### src/rtl/ps2_scan_sequencer.sv
// ps2_scan_sequencer
//   Gates the PS/2 receiver and folds its raw byte stream into key events.
//   The byte sequences handled are: plain code, E0 code, F0 code and E0 F0 code.
//   Each event holds the make/break flag, the extended flag and the scan code.
//   Events are queued in a small show-ahead FIFO that the host pops.
//   A watchdog abandons a partial sequence when no byte has arrived for
//   TIMEOUT_CYC cycles.
//
// Ports
//   clk, reset       system clock; synchronous active-high reset
//   enable           accept keyboard traffic; rx_en is its registered copy
//   rx_done_tick     one-cycle strobe: dout holds a new received byte
//   dout             received scan byte
//   ev_rd            pop the head event (ignored while the FIFO is empty)
//   ev_valid         FIFO not empty
//   ev_code/ev_break/ev_ext   head event fields (show-ahead)
//   ev_count         number of stored events
//   overflow         sticky flag: an event was dropped because the FIFO was full
//   clr_ovf          clears overflow (a simultaneous drop wins)
module ps2_scan_sequencer #(
    parameter int FIFO_AW     = 2,
    parameter int TIMEOUT_CYC = 200000,
    parameter int TO_W        = 18
) (
    input  logic             clk,
    input  logic             reset,
    input  logic             enable,
    input  logic             rx_done_tick,
    input  logic [7:0]       dout,
    output logic             rx_en,
    input  logic             ev_rd,
    output logic             ev_valid,
    output logic [7:0]       ev_code,
    output logic             ev_break,
    output logic             ev_ext,
    output logic [FIFO_AW:0] ev_count,
    output logic             overflow,
    input  logic             clr_ovf
);

    localparam int DEPTH = 1 << FIFO_AW;

    typedef enum logic [1:0] {
        S_IDLE,
        S_E0,
        S_F0,
        S_E0F0
    } state_t;

    typedef struct packed {
        logic       ext;
        logic       brk;
        logic [7:0] code;
    } event_t;

    state_t               state;
    logic [TO_W-1:0]      to_cnt;
    event_t               mem [DEPTH];
    logic [FIFO_AW-1:0]   wr_ptr;
    logic [FIFO_AW-1:0]   rd_ptr;
    logic [FIFO_AW:0]     count;

    logic   consume;
    logic   is_err;
    logic   is_e0;
    logic   is_f0;
    logic   push_req;
    event_t push_ev;
    logic   full;
    logic   empty;
    logic   pop;
    logic   push;
    logic   drop;
    logic   timed_out;

    assign consume   = rx_done_tick && enable;
    assign is_err    = (dout == 8'h00) || (dout == 8'hFF);
    assign is_e0     = (dout == 8'hE0);
    assign is_f0     = (dout == 8'hF0);
    assign timed_out = (to_cnt == TO_W'(TIMEOUT_CYC - 1));

    // Event decode: a non-prefix, non-error byte completes a sequence, and the
    // current state supplies the prefix flags.
    always_comb begin
        // NOTE: every output of a combinational block gets a default first so
        // that no path leaves it unassigned and infers a latch.
        push_req = 1'b0;
        push_ev  = '0;
        if (consume && !is_err && !is_e0 && !is_f0) begin
            push_req     = 1'b1;
            push_ev.code = dout;
            push_ev.ext  = (state == S_E0) || (state == S_E0F0);
            push_ev.brk  = (state == S_F0) || (state == S_E0F0);
        end
    end

    assign full  = (count == (FIFO_AW+1)'(DEPTH));
    assign empty = (count == '0);
    assign pop   = ev_rd && !empty;
    // A pop frees the slot in the same cycle, so a push into a full FIFO
    // still succeeds when the head is read at the same time.
    assign push  = push_req && (!full || pop);
    assign drop  = push_req && full && !pop;

    always_ff @(posedge clk) begin
        // NOTE: sequential state uses non-blocking assignments only, so every
        // register samples values from before the clock edge.
        if (reset) begin
            rx_en    <= 1'b0;
            state    <= S_IDLE;
            to_cnt   <= '0;
            wr_ptr   <= '0;
            rd_ptr   <= '0;
            count    <= '0;
            overflow <= 1'b0;
            // NOTE: the storage is reset as well because the head is read
            // straight from it, and the head fields must show zero after reset.
            for (int i = 0; i < DEPTH; i++) mem[i] <= '0;
        end else begin
            rx_en <= enable;

            // Sequence tracker and watchdog
            if (!enable) begin
                state  <= S_IDLE;
                to_cnt <= '0;
            end else if (consume) begin
                to_cnt <= '0;
                if (is_err) begin
                    state <= S_IDLE;
                end else begin
                    case (state)
                        S_IDLE:  state <= is_e0 ? S_E0 : (is_f0 ? S_F0 : S_IDLE);
                        S_E0:    state <= is_f0 ? S_E0F0 : (is_e0 ? S_E0 : S_IDLE);
                        S_F0:    state <= is_e0 ? S_E0F0 : (is_f0 ? S_F0 : S_IDLE);
                        S_E0F0:  state <= (is_e0 || is_f0) ? S_E0F0 : S_IDLE;
                        default: state <= S_IDLE;
                    endcase
                end
            end else if (state == S_IDLE) begin
                to_cnt <= '0;
            end else if (timed_out) begin
                state  <= S_IDLE;
                to_cnt <= '0;
            end else begin
                to_cnt <= to_cnt + 1'b1;
            end

            // Event FIFO
            if (push) begin
                mem[wr_ptr] <= push_ev;
                wr_ptr      <= wr_ptr + 1'b1;
            end
            if (pop) rd_ptr <= rd_ptr + 1'b1;
            if (push && !pop)      count <= count + 1'b1;
            else if (pop && !push) count <= count - 1'b1;

            // A drop in the same cycle as clr_ovf keeps the flag set.
            if (drop)         overflow <= 1'b1;
            else if (clr_ovf) overflow <= 1'b0;
        end
    end

    assign ev_valid = !empty;
    assign ev_count = count;
    assign ev_code  = mem[rd_ptr].code;
    assign ev_break = mem[rd_ptr].brk;
    assign ev_ext   = mem[rd_ptr].ext;

endmodule

### config.mk
export PLATFORM = sky130hd
export DESIGN_NAME = ps2_scan_sequencer
export DESIGN_NICKNAME = d
export VERILOG_FILES = /design/src/rtl/ps2_scan_sequencer.sv
export SDC_FILE = /design/constraint.sdc
export NUM_CORES = 1
export LEC_CHECK = 0
export BUFFER_PORTS_ARGS = -buffer_cell sky130_fd_sc_hd__buf_2
export CORE_MARGIN = 2
export CORE_UTILIZATION = 45
export CTS_BUF_LIST = sky130_fd_sc_hd__clkbuf_8 sky130_fd_sc_hd__clkbuf_16
export DETAILED_ROUTE_END_ITERATION = 10
export PLACE_DENSITY = 0.69
export SETUP_SLACK_MARGIN = 0.5
export SKIP_CTS_REPAIR_TIMING = 1
export SLEW_MARGIN = 20
export SYNTH_ARGS = -nofsm -noshare
export SYNTH_HDL_FRONTEND = slang
export SYNTH_SLANG_ARGS = --single-unit
export TNS_END_PERCENT = 10
### constraint.sdc
create_clock -name clk -period 3.39 [get_ports clk]
set_input_delay 0.678 -clock clk [delete_from_list [all_inputs] [get_ports clk]]
set_output_delay 0.678 -clock clk [all_outputs]
set_load 0.1 [all_outputs]
Yosys cells after proc, flatten, opt, wreduce, memory -nomap -nowiden --
Memory sizes are Yosys's and may differ from the RTL's. A register that Yosys moved wholly into a read port is not among the register bits. Index checks and enable logic that the tools add are counted.
Operators by class: mux-type cells 27, $add $sub $neg 5, reductions and logical operators 32, equal/unequal tests 9, bitwise operators 1
Operators with widths (count):
- $eq 8x8->1 const B | 3
- $mux 2 | 12
- $mux 10 | 2
- $add 18x1->18 const B | 1
- $eq 18x18->1 const B | 1
- $logic_and 1x1->1 | 10
- $mux 1 | 10
- $reduce_or 10->1 | 1
- $logic_not 8->1 | 1
- $pmux 2 s4 | 1
- $logic_not 1->1 | 7
- $mux 3 | 2
- $reduce_bool 2->1 | 3
- $logic_or 1x1->1 | 5
- $reduce_or 5->1 | 1
- $add 2x1->2 const B | 2
- $eq 2x2->1 const B | 2
- $add 3x1->3 const B | 1
- $eq 3x3->1 const B | 1
- $logic_not 3->1 | 1
- $sub 3x1->3 const B | 1
- $eq 2x1->1 const B | 1
- $logic_not 2->1 | 1
- $ne 2x2->1 const B | 1
- 3 further kinds | 3
Word-level totals: output and inout port bits 16, logic and storage cells 82, bits of input ports 14, memories kept 1, bits in registers 29, RAM bits 40
Memories:
- mem | depth 4, width 10, rd ports 1, clocked after memory_dff 1, wr ports 4, line 58 | event_t mem [DEPTH];

Logic depth before layout (Yosys ltp) --
depth after elaboration 13, depth in mapped cells 10, mapped depth without buffers 9

Least setup slack after synthesis --
OpenSTA, ideal clock, no wires.
kind reg2reg, from reg count[0] (netlist: ev_count[0]), to reg count[2] (netlist: ev_count[2]), required time 3.319 ns, setup time 0.071 ns, cell stages (with the launch flop) 9, path buffers 0, clock period less this slack 3.113 ns, setup slack 0.277 ns, arrival time 3.043 ns, cells stage by stage dfxtp_1 > or3_1 > nand2_1 > ha_1 > inv_1 > fa_1 > xor2_1 > or3_1 > a21oi_1
Between the ends: cells in the longest elaborated chain, start to end 8, elaborated cells between the ends (all ways) 16, classes of those cells add/sub: 2; eq/ne: 1; mux: 2; reduce/logical: 11
Ends and longest elaborated chain:
- from (decl) | line 61 | logic [FIFO_AW:0] count;
- from (signal assigned) | line 154 | if (push && !pop) count <= count + 1'b1;
- from (signal assigned) | line 155 | else if (pop && !push) count <= count - 1'b1;
- $logic_not 3->1 (*) | line 98 | assign empty = (count == '0);
- $logic_not 1->1 (*)
- named net ev_valid | line 32 | output logic ev_valid,
- $logic_and 1x1->1 (*) | line 99 | assign pop = ev_rd && !empty;
- $logic_or 1x1->1 | line 102 | assign push = push_req && (!full || pop);
- $logic_and 1x1->1 | line 102
- $logic_not 1->1 | line 155
- $logic_and 1x1->1 | line 155
- $reduce_bool 2->1 (no line)
Mark *: on every way through the listed nets, which the timed path passes. The rest lies on a longest branch. The select of a mux whose other input is x is not followed. A chain may end at the register's enable or synchronous reset.

==> out/metrics.yaml <==
synth-main-ff-cell: "edfxtp_1"
fin_skew_ns: 0.0111
fill_cells: 585
die_w_um: 87.5
tightest_slew_ns: 0.740
path_class: "reg -> out"
worst-path-buf-inv: 1
synthToLayoutAreaGrowth_pct: 13.9
clockRootBuffer: "clkbuf_8"
dieArea_um2: 7650
hp-class: "reg -> reg"
min_period_ns: 2.74
grt_first_pass_wirelength_um: 10200
finalHoldViolCount: 0
worstPathCellList: "mux4_2, buf_2"
totalWireLength_um: 6290
power_density_nw_per_um2: 767
slew_headroom: 0.506
dpl_worst_slack_ns: 0.451
core-area_um2: 6760
routed_via_density: 5.54
fin_ws_ns: 0.650
synth.avg_cell_area_um2: 11.9
finalSetupTns_ns: 0
period_share: 0.808
ys_types: 41
wl_per_cell_um: 16.4
maxCapViolCount: 0
cts_sinks: 71
dr.pass1.iters: 4
synth_area_leader_cell: "edfxtp_1"
crit_path_start_kind: "register"
clkTransAtPathRegs_ns: 0.07
irDropWorstVdd_uv: 342
syn_area_um2: 3140
status: "completed"
antenna_found_initial: 0
critical-path-max-stage-delay_ns: 0.80
ios: 30
synth-edff-count: 40
drtAntennaViolNets: 0
diodes: 0
rows: 30
nNetsFinal: 315
start_util: 0.464
synth_top_area_frac: 0.383
drt-initial-drc-count: 156
grt_pass1_vias: 1993
dieHeight_um: 87.5
grt_max_degree: 26
grt-ovfl-total: 0
insertion_delay_ns: 0.35
arrival_ns: 2.06
h-tree-depth: 3
ys_ff_latch: 71
port_buffers: 29
cts_buffers: 9
setup_viol: 0
drcViolationCount: 0
synthesis.nets: 281
drive_above_1_share: 0.231
ys_warn_count: 0
rsz0062_at_grt: "false"
via_count: 2123
cts_tree: "yes"
finalMaxSlewViolations: 0
synth.yosys.seq_area_share: 0.581
ys_top_cells_by_area: "edfxtp_1 (38%), dfxtp_1 (20%), mux4_2 (7.2%), nor2_1 (6.9%), xor2_1 (3.6%)"
cpLargestDelayFamily: "flip-flops"
critPathMaxFanout: 10
required_ns: 2.71
critPathSlowestCell: "dfxtp_1"
async_flop_share: 0
netlist_instances: 264
gp_congestion: 0.837
crit_path_end_kind: "output pin"
fmax_ghz: 0.365
grtUsageTotal: 0.181
cts_buffer_depth: 2
place_hpwl_um: 4100
power.leakage_nw: 1.31
-- worst paths after layout --
kind | start | to | slack, ns | cells after the start
worst max-delay path | register | ev_ext | 0.65 | 2
worst min-delay path | to_cnt[0]$_SDFF_PP0_ | to_cnt[0]$_SDFF_PP0_ | 0.45 | 1
worst max register to register | ev_count[0]$_SDFFE_PP0P_ | ev_count[2]$_SDFFE_PP0P_ | 1.02 | 9
worst min register to register | to_cnt[0]$_SDFF_PP0_ | to_cnt[0]$_SDFF_PP0_ | 0.45 | 1
-- synth_stat cells, types with 2 or more instances --
library cell  number
nor2_1            58
edfxtp_1          40
dfxtp_1           31
nand2b_1          13
xor2_1            13
nand3_1           12
nor4_1            11
mux4_2            10
and3_1             9
xnor2_1            8
nand2_1            7
a21oi_1            4
clkbuf_1           4
inv_1              4
nand4_1            4
nor2b_1            4
nand2_2            3
buf_2              2
ha_1               2
nor4_2             2
nor4b_1            2
or3_1              2
-- routing by layer --
metal  GRT usage  wire [um]  part of all wire
met1       0.233       2760              0.44
met2       0.280       2960              0.47
met3      0.0398        396             0.063
met4       0.106        165             0.026
met5           0          0                 0
-- sequential cells by signal, indices dropped and copies added, names as in the netlist, named ones only --
name	count
ev_count	3
mem	40
overflow	1
rd_ptr	2
rx_en	1
state	2
to_cnt	18
wr_ptr	2
-- cell families after synthesis --
kind of cell,Yosys count,share of synthesized area
flip-flops,71,0.581
AND/OR/NAND/NOR,133,0.218
AO/OA/AOI/OAI,12,0.0319
adder cells (fa/ha/maj),3,0.0144
buffers and inverters,13,0.0211
XOR/XNOR,21,0.0587
multiplexers,11,0.0750
-- power by group --
| group | internal (mW) | leakage (nW) | total (mW) | switching, mW |
|---|---|---|---|---|
| Combinational | 0.224 | 0.536 | 0.948 | 0.724 |
| Clock | 0.410 | 0.110 | 0.726 | 0.316 |
| Sequential | 0.978 | 0.667 | 1.07 | 0.0871 |
-- layout make-up --
type | count | area (um2) | area share
Sequential cell | 71 | 1820 | 0.510
Multi-Input combinational cell | 180 | 1250 | 0.351
Timing Repair Buffer | 32 | 168 | 0.0470
Clock buffer | 9 | 124 | 0.0347
Tap cell | 80 | 100 | 0.0280
Clock inverter | 7 | 90.1 | 0.0252
Inverter | 4 | 15.0 | 0.00420
-- cells in the final DEF, fill, tap and decap left out, types with 3 or more instances in the layout --
cell,synthesis,routed
xor2_1,13,13
edfxtp_1,40,40
nor2b_1,4,4
clkbuf_8,0,9
nand2_1,7,7
nand2_2,3,3
nand2b_1,13,13
nand4_1,4,4
and3_1,9,9
buf_2,2,29
inv_1,4,5
nand3_1,12,12
xnor2_1,8,8
a21oi_1,4,4
dfxtp_1,31,31
nor2_1,58,58
nor4_1,11,11
buf_4,1,3
mux4_2,10,10
-- through the flow --
step	utilization	hold WS [ns]	instances	instance area, um2	total power [mW]
2_1_floorplan	-	0.418	264	3140	1.89
3_3_place_gp	0.497	0.433	367	3360	2.03
3_5_place_dp	0.497	0.451	367	3360	2.04
4_1_cts	0.529	0.462	383	3570	2.76
5_1_grt	0.529	0.492	383	3570	2.84
6_report	0.529	0.452	383	3570	2.74
(Power assumes the default switching activity.)
